`config.mk`:
```
export PLATFORM = sky130hd
export DESIGN_NAME = router_16port
export DESIGN_NICKNAME = d
export VERILOG_FILES = /design/src/rtl/router_16port.sv
export SDC_FILE = /design/constraint.sdc
export NUM_CORES = 2
export LEC_CHECK = 0
export CAP_MARGIN = 25
export CELL_PAD_IN_SITES_DETAIL_PLACEMENT = 1
export CELL_PAD_IN_SITES_GLOBAL_PLACEMENT = 2
export CORE_ASPECT_RATIO = 1.5
export CORE_MARGIN = 4
export CORE_UTILIZATION = 35
export CTS_BUF_LIST = sky130_fd_sc_hd__clkbuf_8
export DETAILED_ROUTE_END_ITERATION = 10
export PLACE_DENSITY_LB_ADDON = 0.15
export RECOVER_POWER = 100
export SKIP_CTS_REPAIR_TIMING = 1
export SLEW_MARGIN = 20
export SYNTH_ARGS = -nofsm -noshare
export SYNTH_HDL_FRONTEND = slang
export SYNTH_SLANG_ARGS = --single-unit
```
`constraint.sdc`:
```
create_clock -name clk -period 22.3 [get_ports clk]
set_input_delay 4.46 -clock clk [delete_from_list [all_inputs] [get_ports clk]]
set_output_delay 4.46 -clock clk [all_outputs]
set_load 0.005 [all_outputs]
```
`src/rtl/router_16port.sv`:
```
// 16x16 serial packet router: a decoder per input port plus a
// fixed-priority crossbar with registered outputs.

// Per-input decoder: assembles the destination address from the frame
// head, pads, then hands data to the crossbar or drops the frame.
module router_port #(
  parameter int ADDR_W     = 4,
  parameter int PAD_CYCLES = 5
) (
  input  logic              clk,
  input  logic              reset_n,
  input  logic              din,
  input  logic              frame_n,
  input  logic              grant,
  output logic              req,
  output logic [ADDR_W-1:0] req_addr,
  output logic              own_vld,
  output logic              own_data,
  output logic [ADDR_W-1:0] own_addr,
  output logic              busy_n
);
  localparam int CW = ($clog2(PAD_CYCLES) > $clog2(ADDR_W)) ?
                      $clog2(PAD_CYCLES) : $clog2(ADDR_W);

  typedef enum logic [2:0] {IDLE, ADDR, PAD, DATA, DROP} state_t;

  state_t            r_state;
  logic [CW-1:0]     r_cnt;
  logic [ADDR_W-1:0] r_addr;
  logic              r_busy_n;

  // Request is raised in the cycle carrying the last address bit so the
  // grant decision lands on the same edge that enters PAD/DROP.
  assign req      = (r_state == ADDR) && (r_cnt == CW'(ADDR_W-1)) && !frame_n;
  assign req_addr = r_addr | (ADDR_W'(din) << (ADDR_W-1));
  assign own_vld  = (r_state == PAD) || (r_state == DATA);
  assign own_data = (r_state == DATA);
  assign own_addr = r_addr;
  assign busy_n   = r_busy_n;

  // Frame decode state machine; frame_n high aborts any non-idle phase.
  always_ff @(posedge clk) begin
    if (reset_n) begin
      r_state  <= IDLE;
      r_cnt    <= '0;
      r_addr   <= '0;
      r_busy_n <= 1'b1;
    end else begin
      case (r_state)
        IDLE: if (!frame_n) begin
          r_addr  <= ADDR_W'(din);
          r_cnt   <= CW'(1);
          r_state <= ADDR;
        end
        ADDR: if (frame_n) begin
          r_state <= IDLE;
        end else begin
          r_addr <= r_addr | (ADDR_W'(din) << r_cnt);
          if (r_cnt == CW'(ADDR_W-1)) begin
            r_cnt <= '0;
            if (grant) r_state <= PAD;
            else begin
              r_state  <= DROP;
              r_busy_n <= 1'b0;
            end
          end else begin
            r_cnt <= r_cnt + CW'(1);
          end
        end
        PAD: if (frame_n) r_state <= IDLE;
             else if (r_cnt == CW'(PAD_CYCLES-1)) r_state <= DATA;
             else r_cnt <= r_cnt + CW'(1);
        DATA: if (frame_n) r_state <= IDLE;
        DROP: if (frame_n) begin
          r_state  <= IDLE;
          r_busy_n <= 1'b1;
        end
        default: r_state <= IDLE;
      endcase
    end
  end
endmodule

module router_16port #(
  parameter int NPORTS     = 16,
  parameter int ADDR_W     = 4,
  parameter int PAD_CYCLES = 5
) (
  input  logic              clk,
  input  logic              reset_n,
  input  logic [NPORTS-1:0] din,
  input  logic [NPORTS-1:0] frame_n,
  input  logic [NPORTS-1:0] valid_n,
  output logic [NPORTS-1:0] dout,
  output logic [NPORTS-1:0] frameo_n,
  output logic [NPORTS-1:0] valido_n,
  output logic [NPORTS-1:0] busy_n
);
  logic [NPORTS-1:0]             w_req, w_grant, w_own_vld, w_own_data;
  logic [NPORTS-1:0][ADDR_W-1:0] w_req_addr, w_own_addr, w_src;
  logic [NPORTS-1:0]             w_owned, w_taken, w_src_vld;
  logic [NPORTS-1:0]             r_dout, r_frameo_n, r_valido_n;

  genvar g;
  generate
    for (g = 0; g < NPORTS; g++) begin : g_port
      router_port #(.ADDR_W(ADDR_W), .PAD_CYCLES(PAD_CYCLES)) u_port (
        .clk      (clk),
        .reset_n  (reset_n),
        .din      (din[g]),
        .frame_n  (frame_n[g]),
        .grant    (w_grant[g]),
        .req      (w_req[g]),
        .req_addr (w_req_addr[g]),
        .own_vld  (w_own_vld[g]),
        .own_data (w_own_data[g]),
        .own_addr (w_own_addr[g]),
        .busy_n   (busy_n[g])
      );
    end
  endgenerate

  // Ownership map from decoder state; grants walk inputs in ascending
  // order so the lowest requester claims a free output first.
  always_comb begin
    w_owned   = '0;
    w_src_vld = '0;
    w_src     = '0;
    w_grant   = '0;
    for (int j = 0; j < NPORTS; j++) begin
      if (w_own_vld[j]) w_owned[w_own_addr[j]] = 1'b1;
      if (w_own_data[j]) begin
        w_src_vld[w_own_addr[j]] = 1'b1;
        w_src[w_own_addr[j]]     = ADDR_W'(j);
      end
    end
    w_taken = w_owned;
    for (int i = 0; i < NPORTS; i++) begin
      if (w_req[i] && !w_taken[w_req_addr[i]]) begin
        w_grant[i]              = 1'b1;
        w_taken[w_req_addr[i]]  = 1'b1;
      end
    end
  end

  // Output registers: forward the owning input in DATA, else idle levels.
  always_ff @(posedge clk) begin
    for (int a = 0; a < NPORTS; a++) begin
      if (reset_n || !w_src_vld[a]) begin
        r_dout[a]     <= 1'b0;
        r_frameo_n[a] <= 1'b1;
        r_valido_n[a] <= 1'b1;
      end else begin
        r_dout[a]     <= din[w_src[a]];
        r_frameo_n[a] <= frame_n[w_src[a]];
        r_valido_n[a] <= valid_n[w_src[a]];
      end
    end
  end

  assign dout     = r_dout;
  assign frameo_n = r_frameo_n;
  assign valido_n = r_valido_n;
endmodule

```
==> metrics <==
LEAKAGE=12.29 nW; GRT overflow=0; P_sw=428.6 uW; cells on worst reg2reg path=36; Reg power frac=37.1%; largest net degree at the start of global routing=71; Tot Pwr=1.153 mW; Finished Core Util=38.73%; Area Growth Syn to Fin=9.491%; DP Area=0.03475 sq mm; grt peak-use layer=met2; number of global-route vias before repair=40.92k; # IOs=114; total CTS buffers=44; EDFF count, synth=0; Clk pwr share=38.2%; switching portion of total power=37.17%; Routability Congestion=1.052; Worst-Skew Late Latency=700 ps; CP startpoint kind=primary input; Max Slew Vio Count=251; num rows=136; Final ANT Viol Nets=0; Final Instance Count excl. Fillers=6,194; CTS H-Tree Depth=2; Most used DFF post-synth=dfxtp_1; max capacitance violation total=7; Setup crit start=din[0]; met2 Usage GRT=64.14%; hold path cells=2; Avg Synthesized Cell Area=6.489 sq um; # placed instances=6,105; cells after synthesis=5,018; critical path class=in2reg; Worst-Margin Slew=3433 ps; CP bufs+invs=2; Power per Cell Area=32.34 mW/mm^2; drt first pass iters=6; Required @ worst endpoint=22,850 ps; Setup Skew=46.62 ps; P_int=724.4 uW; crit path capture type=flip-flop; initial antenna violation count=5; Area contributors post-synth=dfxtp_1 14%, nand2_1 7.9%, nor2_1 7.0%; clk sinks=224; total track usage=37.73%; share of cells above drive strength 1=9.681%; failing checks=max-capacitance violations, max-slew violations; Starting DRT DRC Count=3,367; Longest Clk Path Bufs=3; FMAX=51.35 MHz; CP max FO=22; post-DR vias/cell=6.672; GR Layer Usage met3=5.771%; via count=41.33k; Top delay family on crit path=compound AO/OA/AOI/OAI gates; most common cell after layout, fill and taps aside=nand2_1; root buffer cell=clkbuf_8; post-DR wirelength/cell=31.56 um; drc violations=0; CP max-delay cell=nor4_1; most area-hungry cell type in the Yosys netlist=dfxtp_1; RSZ-0062 raised after global routing=false; FFs w/ async S/R, synth=0%; clk slew on worst S/H paths=60 ps; reg-to-reg critical path startpoint=g_port[4].u_port.own_addr[0]$_SDFFE_PP0P_; final net count=5,029; slowest stage delay, CP=1140 ps; crit path DAT=20,020 ps; YS warnings=0; Hold Vio Cnt, Final=0; die area=0.09808 sq mm; crit-path most repeated cell=a311oi_1; GR met1 Demand/Resource=42.89%; period utilization=87.33%; final instance area=0.03565 sq mm; most frequent cells in the layout=686 x nand2_1, 605 x nor2_1, 434 x o21ai_0, 253 x a21oi_1, 224 x dfxtp_1; Hold Startpoint=g_port[9].u_port.busy_n$_SDFFE_PP1P_; Yosys cell types=113; Combinational Power Share=24.7%; final setup violating endpoints=0; Post-Syn Area=0.03256 sq mm; top cell type's share of synthesized area=13.77%; PortBufs=113; Hold WC Path Type=reg2reg; Tmin final=19,470 ps; first-pass GRT wire length=281,000 um; Routed Wire Length=195,500 um; core area=0.09206 sq mm; outcome=finished with violations; final setup TNS=0 ps; flop2flop setup slack=6600 ps; Slew headroom=-128.9%; sequential fraction of the synthesis area=13.77%; Starting Density=35.37%; Die H=381.6 um; Yosys reg bits=224; Worst VDD drop=0.04082 mV; Die X=257.0 um; TritonCTS clock tree=yes; detailed-placement wirelength estimate=149,600 um; Crit. path cell count=37; Syn Nets=5,132
sequential cells by signal (all words and copies together), names as in the netlist:
register and flops:
g_port.u_port.own_addr 64, g_port.u_port.busy_n 16, g_port.u_port.r_cnt 48, dout 16, valido_n 16, g_port.u_port.r_state 48, frameo_n 16
through the flow:
stage / hold slack, ps / setup slack, ps
floorplan: 415.7 / 8383
global placement: 426.0 / 4803
detailed placement: 445.0 / 4494
CTS: 453.5 / 5126
global route: 472.9 / 1973
finish: 444.5 / 2826
per-layer routing:
| layer | vias up | share of wire, % |
|---|---|---|
| met5 | - | 0.012 |
| met4 | 4 | 8.9 |
| met3 | 774 | 6.1 |
| met2 | 1872 | 47 |
| met1 | 20240 | 38 |
| li1 | 18440 | - |
final timing paths:
| kind | to |
|---|---|
| worst max-delay path | g_port[15].u_port.busy_n$_SDFFE_PP1P_ |
| worst min-delay path | g_port[9].u_port.busy_n$_SDFFE_PP1P_ |
| worst max register to register | g_port[15].u_port.busy_n$_SDFFE_PP1P_ |
| worst min register to register | g_port[9].u_port.busy_n$_SDFFE_PP1P_ |
power groups by stage:
stage	Combinational (mW)	Clock [mW]	Sequential, mW
2_1_floorplan	0.170	0	0.425
3_3_place_gp	0.274	0	0.436
3_5_place_dp	0.276	0	0.436
4_1_cts	0.277	0.456	0.427
5_1_grt	0.301	0.472	0.429
6_report	0.284	0.441	0.428
logic make-up (layout without fill, tap and decap cells):
group	Yosys count	count (layout)	share of synthesized area, %
AOI/OAI and AO/OA	1724	1724	35.19
xor gates and xnor gates	26	26	0.6994
adders and majority gates	64	64	2.459
buffers and inverters	574	504	7.040
muxes	280	280	9.330
other	0	4	0
DFF	224	224	13.77
and+or+nand+nor	2126	2126	31.51
cell usage after synthesis (23+ instances only):
cell      number
inv_1        152
nor2_1       607
a21boi_0      41
o31ai_1       37
a21oi_1      260
o21ai_0      435
or3_1         53
or2_2         48
a211oi_1      66
nand3_1       78
nand4_1       33
o211a_1       24
a21o_1        44
nor2b_1       66
mux2_2       128
o211ai_1     182
and2_1        30
buf_1         33
o22ai_1      162
nand2_1      686
and3_1        36
or4_1         23
buf_2         41
ha_1          64
nand2b_1      79
mux2i_1      146
nor3_1       177
a31oi_1      115
dfxtp_1      224
clkbuf_1     324
a41oi_1       29
nor4_1        52
worst register-to-register path: cells and delay by family (launching register included):
family,cells,cell delay (ps)
simple gates,14,6630
mux,1,450
compound gates,20,7370
buf+inv,1,280
flops,1,820
layout make-up:
| type | instances | area [sq um] |
|---|---|---|
| flip-flops and latches | 224 | 4484 |
| diodes | 4 | 10.01 |
| multi-input cells | 4220 | 25850 |
| clock inverters | 22 | 100.1 |
| clock buffers | 57 | 784.5 |
| inverters | 155 | 581.8 |
| well taps | 1242 | 1554 |
| fillers | 12000 | 56410 |
| repair buffers | 270 | 2286 |
(Power assumes the default switching activity.)
